File: config.mk
export PLATFORM = sky130hd
export DESIGN_NAME = mc_control_fsm_flat
export DESIGN_NICKNAME = d
export VERILOG_FILES = /design/src/rtl/mc_control_fsm_if.sv /design/src/rtl/mc_control_fsm.sv /design/src/flat_wrapper.sv
export SDC_FILE = /design/constraint.sdc
export NUM_CORES = 1
export LEC_CHECK = 0
export BUFFER_PORTS_ARGS = -buffer_cell sky130_fd_sc_hd__buf_2
export CAP_MARGIN = 20
export CORE_ASPECT_RATIO = 1.2
export CORE_MARGIN = 2
export CORE_UTILIZATION = 50
export DETAILED_ROUTE_END_ITERATION = 7
export GPL_ROUTABILITY_DRIVEN = 1
export GPL_TIMING_DRIVEN = 1
export HOLD_SLACK_MARGIN = 0.08
export PLACE_DENSITY = 0.82
export SLEW_MARGIN = 20
export SYNTH_ARGS = -nofsm -noshare
export SYNTH_HDL_FRONTEND = slang
export SYNTH_SLANG_ARGS = --single-unit
export TNS_END_PERCENT = 100
File: constraint.sdc
create_clock -name clk -period 5.8 [get_ports clk]
set_clock_uncertainty 0.2 [all_clocks]
set_input_delay 0.58 -clock clk [delete_from_list [all_inputs] [get_ports clk]]
set_output_delay 0.58 -clock clk [all_outputs]
set_load 0.005 [all_outputs]
File: src/rtl/mc_control_fsm_if.sv
// Control/status bundle between the multicycle control FSM (master) and the datapath (slave).
// The master drives the enables and selects; the slave returns the IR fields and the memory ready handshake.
interface mc_control_fsm_if #(
  parameter int ALU_W = 3,
  parameter int ST_W  = 4
);
  logic [5:0]       opcode;
  logic [5:0]       funct;
  logic             mem_ready;
  logic             pc_write;
  logic             pc_write_cond;
  logic             i_or_d;
  logic             mem_read;
  logic             mem_write;
  logic             ir_write;
  logic             mem_to_reg;
  logic             reg_dst;
  logic             reg_write;
  logic             alu_src_a;
  logic [1:0]       alu_src_b;
  logic [1:0]       pc_source;
  logic [ALU_W-1:0] alu_op;
  logic             alu_slt;
  logic             illegal;
  logic [ST_W-1:0]  dbg_state;

  modport master (
    input  opcode, funct, mem_ready,
    output pc_write, pc_write_cond, i_or_d, mem_read, mem_write, ir_write,
           mem_to_reg, reg_dst, reg_write, alu_src_a, alu_src_b, pc_source,
           alu_op, alu_slt, illegal, dbg_state
  );

  modport slave (
    output opcode, funct, mem_ready,
    input  pc_write, pc_write_cond, i_or_d, mem_read, mem_write, ir_write,
           mem_to_reg, reg_dst, reg_write, alu_src_a, alu_src_b, pc_source,
           alu_op, alu_slt, illegal, dbg_state
  );
endinterface

File: src/rtl/mc_control_fsm.sv
// Moore control FSM for the multicycle MIPS-subset CPU; controls are registered from the next state.
// Stalls in IF/MR/MW until mem_ready; only the fetch strobes (ir_write, pc_write) follow mem_ready directly.
module mc_control_fsm #(
  parameter int ALU_W = 3,
  parameter int ST_W  = 4
) (
  input  logic              clk,
  input  logic              rst,
  mc_control_fsm_if.master  bus
);

  typedef enum logic [ST_W-1:0] {
    S_IF  = ST_W'(0),  S_ID = ST_W'(1),  S_MA = ST_W'(2),  S_MR = ST_W'(3),
    S_WL  = ST_W'(4),  S_MW = ST_W'(5),  S_RX = ST_W'(6),  S_RW = ST_W'(7),
    S_BR  = ST_W'(8),  S_JP = ST_W'(9),  S_IX = ST_W'(10), S_IW = ST_W'(11),
    S_ERR = ST_W'(15)
  } state_e;

  localparam logic [5:0] OP_RTYPE = 6'h00;
  localparam logic [5:0] OP_LW    = 6'h23;
  localparam logic [5:0] OP_SW    = 6'h2B;
  localparam logic [5:0] OP_BEQ   = 6'h04;
  localparam logic [5:0] OP_BNE   = 6'h05;
  localparam logic [5:0] OP_J     = 6'h02;
  localparam logic [5:0] OP_ADDI  = 6'h08;

  typedef struct packed {
    logic             pc_write;
    logic             pc_write_cond;
    logic             i_or_d;
    logic             mem_read;
    logic             mem_write;
    logic             fetch;
    logic             mem_to_reg;
    logic             reg_dst;
    logic             reg_write;
    logic             alu_src_a;
    logic [1:0]       alu_src_b;
    logic [1:0]       pc_source;
    logic [ALU_W-1:0] alu_op;
    logic             alu_slt;
  } ctrl_t;

  state_e state_q, state_d;
  ctrl_t  ctrl_q;
  logic   illegal_q;
  logic   run;

  function automatic logic funct_ok(logic [5:0] fn);
    case (fn)
      6'h20, 6'h22, 6'h24, 6'h25, 6'h26, 6'h27, 6'h2A: return 1'b1;
      default:                                         return 1'b0;
    endcase
  endfunction

  function automatic ctrl_t decode(state_e s, logic [5:0] op, logic [5:0] fn);
    ctrl_t c;
    c = '0;
    case (s)
      S_IF: begin c.mem_read = 1'b1; c.alu_src_b = 2'b01; c.fetch = 1'b1; end
      S_ID: c.alu_src_b = 2'b11;
      S_MA: begin c.alu_src_a = 1'b1; c.alu_src_b = 2'b10; end
      S_MR: begin c.mem_read = 1'b1; c.i_or_d = 1'b1; end
      S_WL: begin c.reg_write = 1'b1; c.mem_to_reg = 1'b1; end
      S_MW: begin c.mem_write = 1'b1; c.i_or_d = 1'b1; end
      S_RX: begin
        c.alu_src_a = 1'b1;
        case (fn)
          6'h22:   c.alu_op = ALU_W'(3'b001);
          6'h24:   c.alu_op = ALU_W'(3'b010);
          6'h25:   c.alu_op = ALU_W'(3'b011);
          6'h26:   c.alu_op = ALU_W'(3'b100);
          6'h27:   c.alu_op = ALU_W'(3'b101);
          6'h2A:   begin c.alu_op = ALU_W'(3'b001); c.alu_slt = 1'b1; end
          default: c.alu_op = ALU_W'(3'b000);
        endcase
      end
      S_RW: begin c.reg_write = 1'b1; c.reg_dst = 1'b1; end
      S_BR: begin
        c.alu_src_a     = 1'b1;
        c.pc_write_cond = 1'b1;
        c.pc_source     = 2'b01;
        c.alu_op        = (op == OP_BNE) ? ALU_W'(3'b111) : ALU_W'(3'b110);
      end
      S_JP: begin c.pc_write = 1'b1; c.pc_source = 2'b10; end
      S_IX: begin c.alu_src_a = 1'b1; c.alu_src_b = 2'b10; end
      S_IW: c.reg_write = 1'b1;
      default: c = '0;
    endcase
    return c;
  endfunction

  always_comb begin
    state_d = state_q;
    case (state_q)
      S_IF: if (bus.mem_ready) state_d = S_ID;
      S_ID: begin
        case (bus.opcode)
          OP_RTYPE:      state_d = S_RX;
          OP_LW, OP_SW:  state_d = S_MA;
          OP_BEQ, OP_BNE: state_d = S_BR;
          OP_J:          state_d = S_JP;
          OP_ADDI:       state_d = S_IX;
          default:       state_d = S_ERR;
        endcase
      end
      S_MA: state_d = (bus.opcode == OP_LW) ? S_MR : S_MW;
      S_MR: if (bus.mem_ready) state_d = S_WL;
      S_MW: if (bus.mem_ready) state_d = S_IF;
      S_RX: state_d = funct_ok(bus.funct) ? S_RW : S_ERR;
      S_IX: state_d = S_IW;
      S_WL, S_RW, S_BR, S_JP, S_IW: state_d = S_IF;
      S_ERR: state_d = S_ERR;
      default: state_d = S_ERR;
    endcase
  end

  // Controls are registered from state_d so they line up with state_q without a decode stage after the flop.
  always_ff @(posedge clk) begin
    if (rst) begin
      state_q   <= S_IF;
      ctrl_q    <= decode(S_IF, bus.opcode, bus.funct);
      illegal_q <= 1'b0;
    end else begin
      state_q <= state_d;
      ctrl_q  <= decode(state_d, bus.opcode, bus.funct);
      if (state_d == S_ERR) illegal_q <= 1'b1;
    end
  end

  assign run = ~rst;

  assign bus.pc_write      = run & (ctrl_q.pc_write | (ctrl_q.fetch & bus.mem_ready));
  assign bus.ir_write      = run & ctrl_q.fetch & bus.mem_ready;
  assign bus.pc_write_cond = run & ctrl_q.pc_write_cond;
  assign bus.i_or_d        = run & ctrl_q.i_or_d;
  assign bus.mem_read      = run & ctrl_q.mem_read;
  assign bus.mem_write     = run & ctrl_q.mem_write;
  assign bus.mem_to_reg    = run & ctrl_q.mem_to_reg;
  assign bus.reg_dst       = run & ctrl_q.reg_dst;
  assign bus.reg_write     = run & ctrl_q.reg_write;
  assign bus.alu_src_a     = run & ctrl_q.alu_src_a;
  assign bus.alu_src_b     = {2{run}} & ctrl_q.alu_src_b;
  assign bus.pc_source     = {2{run}} & ctrl_q.pc_source;
  assign bus.alu_op        = {ALU_W{run}} & ctrl_q.alu_op;
  assign bus.alu_slt       = run & ctrl_q.alu_slt;
  assign bus.illegal       = run & illegal_q;
  assign bus.dbg_state     = run ? state_q : '0;

endmodule

File: src/flat_wrapper.sv
// flat-port wrapper written by rule: the top's interface ports become plain ports
module mc_control_fsm_flat 
#(
  parameter int ALU_W = 3,
  parameter int ST_W  = 4
)
  (clk, rst, bus_opcode, bus_funct, bus_mem_ready, bus_pc_write, bus_pc_write_cond, bus_i_or_d, bus_mem_read, bus_mem_write, bus_ir_write, bus_mem_to_reg, bus_reg_dst, bus_reg_write, bus_alu_src_a, bus_alu_src_b, bus_pc_source, bus_alu_op, bus_alu_slt, bus_illegal, bus_dbg_state);
  mc_control_fsm_if #(.ALU_W(ALU_W), .ST_W(ST_W)) bus_i ();
  input  logic clk;
  input  logic rst;
  input wire logic [$bits(bus_i.opcode)-1:0] bus_opcode;
  input wire logic [$bits(bus_i.funct)-1:0] bus_funct;
  input wire logic [$bits(bus_i.mem_ready)-1:0] bus_mem_ready;
  output wire logic [$bits(bus_i.pc_write)-1:0] bus_pc_write;
  output wire logic [$bits(bus_i.pc_write_cond)-1:0] bus_pc_write_cond;
  output wire logic [$bits(bus_i.i_or_d)-1:0] bus_i_or_d;
  output wire logic [$bits(bus_i.mem_read)-1:0] bus_mem_read;
  output wire logic [$bits(bus_i.mem_write)-1:0] bus_mem_write;
  output wire logic [$bits(bus_i.ir_write)-1:0] bus_ir_write;
  output wire logic [$bits(bus_i.mem_to_reg)-1:0] bus_mem_to_reg;
  output wire logic [$bits(bus_i.reg_dst)-1:0] bus_reg_dst;
  output wire logic [$bits(bus_i.reg_write)-1:0] bus_reg_write;
  output wire logic [$bits(bus_i.alu_src_a)-1:0] bus_alu_src_a;
  output wire logic [$bits(bus_i.alu_src_b)-1:0] bus_alu_src_b;
  output wire logic [$bits(bus_i.pc_source)-1:0] bus_pc_source;
  output wire logic [$bits(bus_i.alu_op)-1:0] bus_alu_op;
  output wire logic [$bits(bus_i.alu_slt)-1:0] bus_alu_slt;
  output wire logic [$bits(bus_i.illegal)-1:0] bus_illegal;
  output wire logic [$bits(bus_i.dbg_state)-1:0] bus_dbg_state;
  assign bus_i.opcode = bus_opcode;
  assign bus_i.funct = bus_funct;
  assign bus_i.mem_ready = bus_mem_ready;
  assign bus_pc_write = bus_i.pc_write;
  assign bus_pc_write_cond = bus_i.pc_write_cond;
  assign bus_i_or_d = bus_i.i_or_d;
  assign bus_mem_read = bus_i.mem_read;
  assign bus_mem_write = bus_i.mem_write;
  assign bus_ir_write = bus_i.ir_write;
  assign bus_mem_to_reg = bus_i.mem_to_reg;
  assign bus_reg_dst = bus_i.reg_dst;
  assign bus_reg_write = bus_i.reg_write;
  assign bus_alu_src_a = bus_i.alu_src_a;
  assign bus_alu_src_b = bus_i.alu_src_b;
  assign bus_pc_source = bus_i.pc_source;
  assign bus_alu_op = bus_i.alu_op;
  assign bus_alu_slt = bus_i.alu_slt;
  assign bus_illegal = bus_i.illegal;
  assign bus_dbg_state = bus_i.dbg_state;
  mc_control_fsm #(.ALU_W(ALU_W), .ST_W(ST_W)) u_core (.clk(clk), .rst(rst), .bus(bus_i));
endmodule
==> flow_summary.ini, run 1 <==
[outcome]
status = finished, final reports clean

[power]
power.leakage_uw = 0.000649
p_per_area_nw_per_um2 = 424
ir_drop_mv = 0.241

[cells_and_area]
instances_no_fill = 221
diodes = 0
layout.cells.most_common = buf_2
syn_to_final_growth_pct = 16.9
layout_common_cells = 37 x buf_2, 23 x dfxtp_1, 21 x nor2b_1
fillCellCount = 239
final_nets = 204
drive_gt1_share_pct = 26.6

[synth]
ys_types = 46
synth_area_um2 = 1280
synth-async-reset-ratio_pct = 0
synth_flop_cell = dfxtp_1
ys_seq_area_share_pct = 35.9
yosys_warnings = 0
synth_edf_count = 0
avgSynthCellArea_um2 = 8.22
ys_ff_latch = 23
synth.net_count = 171
syn_inst = 156

[routing]
drc = 0
ant_nets = 0
via_count = 1238
drt_iter0_markers = 40
wirelength_um = 2790
vias_per_cell = 5.60
wl_per_cell_um = 12.6
drt-pass1-iter-count = 4

[global_route]
antenna_found_initial = 0
grtUsageMet1_pct = 22.4
overflow = 0
gr-usage-met3_pct = 2.78
grt_first_pass_wirelength_um = 4600
busiest_layer = met2
grt_use_met2_pct = 35.9
grtUsageTotal_pct = 19.8
grt_max_degree = 37
grt_pass1_vias = 1092

[setup_path]
worst-setup-path-type = input port to flop
path_max_fanout = 15
cp_slowest_stage_delay_ns = 0.61
worstPathArrival_ns = 2.83
slowest_stage = or4b_1
crit_chain = buf_2 -> or4_1 -> a21oi_1 -> o21ai_1 -> a21oi_2 -> or4b_1 -> o32ai_1
cp-start-kind = input port
cp-end-kind = flop
cp.required_ns = 5.83

[die]
chipWidth_um = 50.2
core_area_um2 = 2480
die_h_um = 59.5
rows = 20
dieArea_um2 = 2990
initial_core_util_pct = 51.8
io_pins = 38

[sta]
period_share_pct = 48.4
fin_tns_setup_ns = 0
slew_headroom_pct = 62.9
max_freq_mhz = 357
setup_violations = 0
worst_slack_ns = 3.00
worstMarginPinSlew_ns = 0.557
rsz0062_at_grt = false
hold_violations = 0
slew_violations = 0
period_minus_slack_ns = 2.80

[placement]
detailed_place_hpwl_um = 2130
place_inst = 217
port_buffers = 37
dp_slack_ns = 2.68
routabilityCongestion = 0.934

[clock_network]
cts_resized = 0
clockBufferDepth = 2
ctsHoldBuffers = 0
htreeDepth = 1
cts.clk_slew.worst_paths_ns = 0.11
clock_latency_ns = 0.31
cts-buffers-inserted = 3
cts_tree = yes
cts_num_sinks = 23
post-cts-setup-buffers = 0
root_buffer = clkbuf_4

[worst_hold_path]
hp-class = input port to flop

[run]
cap_violations = 0
-- metrics by stage --
stage	instance area [µm²]	power, µW	utilization (%)	hold slack (ns)
4_1_cts	1500	632	60.5	0.309
5_1_grt	1500	689	60.5	0.323
6_report	1500	636	60.5	0.305
3_5_place_dp	1470	561	59.4	0.387
2_1_floorplan	1280	483	-	0.398
3_3_place_gp	1470	550	59.4	0.361
-- cells in the mapped netlist, types with 2 or more instances --
| master | count | area, µm² |
|---|---|---|
| buf_2 | 2 | 10.0 |
| nor2_1 | 13 | 48.8 |
| nor2b_1 | 21 | 131 |
| nand3b_1 | 2 | 15.0 |
| and3_1 | 6 | 37.5 |
| clkbuf_1 | 7 | 26.3 |
| nor3_1 | 7 | 35.0 |
| or2_2 | 3 | 18.8 |
| nor4_1 | 2 | 12.5 |
| o21ai_0 | 4 | 20.0 |
| a21oi_1 | 9 | 45.0 |
| nand3_1 | 4 | 20.0 |
| dfxtp_1 | 23 | 460 |
| nand2b_1 | 4 | 25.0 |
| or4b_1 | 4 | 40.0 |
| nand2_1 | 9 | 33.8 |
| inv_1 | 4 | 15.0 |
| o32ai_1 | 4 | 35.0 |
-- cells by family after synthesis --
logic type             after synthesis  synth area share [%]
flip-flops                          23                  35.9
XOR/XNOR                             1                 0.683
buffers and inverters               13                  4.00
AO/OA/AOI/OAI                       31                  17.5
AND/OR/NAND/NOR                     86                  40.0
multiplexers                         2                  1.95
-- area by class of cell --
class                      instances  area [µm²]  share of cell area (%)
inverter                           4        15.0                    1.00
sequential                        23         460                    30.7
timing repair buffer              37         185                    12.4
clock buffer                       4        26.3                    1.75
tap                               33        41.3                    2.75
multi-input combinational        120         771                    51.4
-- metal layers --
layer  up-vias  share of wire, %
li1        629                 -
met1       565                41
met2        39                53
met3         5               4.9
met4         0               1.5
met5         -                 0
-- worst paths after layout --
path / from / to / slack [ns] / cells after the start
worst max-delay path: bus_opcode[1] / u_core.ctrl_q[2] / 3.00 / 7
worst min-delay path: bus_funct[3] / u_core.ctrl_q[0] / 0.30 / 3
worst max register to register: u_core.state_q[2] / u_core.ctrl_q[1] / 3.00 / 6
worst min register to register: u_core.illegal_q / u_core.illegal_q / 0.41 / 2
-- critical path, delay by kind of cell --
kind | cells | cell delay, ns
AND/OR/NAND/NOR | 2 | 1.13
buffers and inverters | 1 | 0.14
AO/OA/AOI/OAI | 4 | 0.98
-- sequential cells by signal, summed over array words and instances, names as in the netlist --
signal / cells
u_core.ctrl_q: 18
u_core.state_q: 4
u_core.illegal_q: 1
-- power by group --
part	leakage [µW]	internal, µW	total (µW)	switching (µW)
Clock	0.0000150	26.9	72.0	45.1
Sequential	0.000188	207	233	26.4
Combinational	0.000446	133	330	197
Total	0.000649	367	636	269
Note: power is estimated with default switching activity, not from simulation.
==> run 2, diff against run 1 <==
clock period = 2.6 ns   (was 5.8 ns; I/O delays follow)
==> run 2 against run 1 <==
Net effect:
- non-clock buffer count grew 9
- design area increased by 5.3%
- first-iteration DRC count is 33% lower
- routed wire length grew 8.8%
- die area unchanged
- total power increased by 140%
- flip-flop and latch count stayed put
- register-to-register slack got worse by 2.8 ns
- cell count increased by 4.1%
- hold slack worse by 0.21 ns
- sequential power up 120%
- sequential share of layout area fell by 1.5 points
==> flow_summary.ini, run 2 (synthesis gave the netlist of run 1 again) <==
[sta]
slew_violations = 0
worstMarginPinSlew_ns = 0.587
setup_violations = 0
max_freq_mhz = 391
period_share_pct = 98.3
rsz0062_at_grt = false
hold_violations = 0
fin_tns_setup_ns = 0
slew_headroom_pct = 60.4
worst_slack_ns = 0.0452
period_minus_slack_ns = 2.55

[power]
swShare_pct = 41.1
intPower_uw = 897
p_clk_share_pct = 10.6
power_uw = 1520
ir_drop_mv = 0.564
seqPwrFrac_pct = 33.8
p_per_area_nw_per_um2 = 966
power.leakage_uw = 0.000689
p_switching_uw = 627
combPwrFrac_pct = 55.6

[routing]
drt-pass1-iter-count = 4
via_count = 1266
wirelength_um = 3040
drc = 0
ant_nets = 0
wl_per_cell_um = 13.2
drt_iter0_markers = 27
vias_per_cell = 5.50

[setup_path]
cp_top_family = compound AO/OA/AOI/OAI gates
worstPathArrival_ns = 2.58
cp-end-kind = flop
cp_slowest_stage_delay_ns = 0.54
ff2ff_setup_slack_ns = 0.21
crit_buf_inv = 2
cp.required_ns = 2.63
worst-setup-path-type = input port to flop
cp-start-kind = input port
crit_chain = dlygate4sd3_1 -> buf_2 -> nand2b_1 -> a221oi_1 -> o21ai_0 -> a21oi_2 -> or4b_4 -> o32ai_1
slowest_stage = dlygate4sd3_1
path_max_fanout = 6

[global_route]
grt_first_pass_wirelength_um = 4910
grt_pass1_vias = 1172
overflow = 0
antenna_found_initial = 0
grt_max_degree = 37
grtUsageTotal_pct = 21.6

[clock_network]
root_buffer = clkbuf_4
clockBufferDepth = 2
cts_tree = yes
cts_num_sinks = 23
cts-buffers-inserted = 3
cts.clk_slew.worst_paths_ns = 0.11
htreeDepth = 1
clock_latency_ns = 0.31

[cells_and_area]
largestRegisters = u_core.ctrl_q: 18 flops, u_core.state_q: 4 flops, u_core.illegal_q: 1 flops
diodes = 0
syn_to_final_growth_pct = 23.0
final_util_pct = 63.7
layout.cells.most_common = buf_2
design_area_um2 = 1580
drive_gt1_share_pct = 28.9
final_nets = 213
largest_register = u_core.ctrl_q
largest_reg_flops = 18
layout_common_cells = 37 x buf_2, 23 x dfxtp_1, 21 x nor2b_1

[worst_hold_path]
hp-class = input port to flop

[placement]
port_buffers = 37
routabilityCongestion = 0.900
dp_slack_ns = 0.0467
detailed_place_hpwl_um = 2290
dpl_cell_area_um2 = 1520

[run]
cap_violations = 0

[die]
die_h_um = 59.5
core_area_um2 = 2480
initial_core_util_pct = 51.8
chipWidth_um = 50.2
rows = 20
io_pins = 38
dieArea_um2 = 2990

[outcome]
status = finished, final reports clean
[run 2: cell types whose count changed in the layout (fill, tap and decap cells not counted), sizes merged]
| cell | before | now |
|---|---|---|
| dlygate4sd3 | 0 | 3 |
| buf | 37 | 43 |
[run 2: repair_timing]
item	CTS	global route
endpoints found under the setup margin	0	2
gates resized for setup	0	1
setup buffers	0	0
endpoints found under the hold margin	3	0
hold buffers	3	0
[run 2: tightest hold or removal path, stage by stage]
cell and delay [ns]:
buf_2 0.11, a21oi_1 0.12, o32ai_1 0.08
[run 2: layout make-up]
cell class	instances	area [µm²]
clock buffer	4	26.3
fill	220	900
inverter	4	15.0
multi-input combinational	120	774
sequential	23	460
tap	33	41.3
timing repair buffer	46	260
[run 2: through the flow]
stage	std cells	hold slack, ns
6_report	230	0.0935
5_1_grt	230	0.144
4_1_cts	230	0.0871
3_5_place_dp	223	0.319
3_3_place_gp	223	0.322
2_1_floorplan	156	0.178
[run 2: routing by layer]
layer / GRT usage (%) / wire (µm) / vias to the layer above
met5: 0 / 0 / -
met4: 15.9 / 116 / 0
met3: 1.01 / 78 / 10
met2: 39.7 / 1590 / 31
met1: 23.4 / 1260 / 575
li1: - / - / 650
[run 2: worst paths after layout]
check,startpoint,to,cells after the start
max,bus_funct[1],u_core.ctrl_q[3],8
min,bus_funct[0],u_core.ctrl_q[1],3
min reg2reg,u_core.illegal_q,u_core.illegal_q,2
max reg2reg,u_core.state_q[3],u_core.ctrl_q[3],6
[run 2: power by group through the flow]
stage | logic, µW | registers [µW] | clock network, µW
floorplan | 578 | 501 | 0
global placement | 817 | 520 | 0
detailed placement | 829 | 522 | 0
CTS | 834 | 515 | 164
global route | 933 | 529 | 179
finish | 847 | 515 | 162
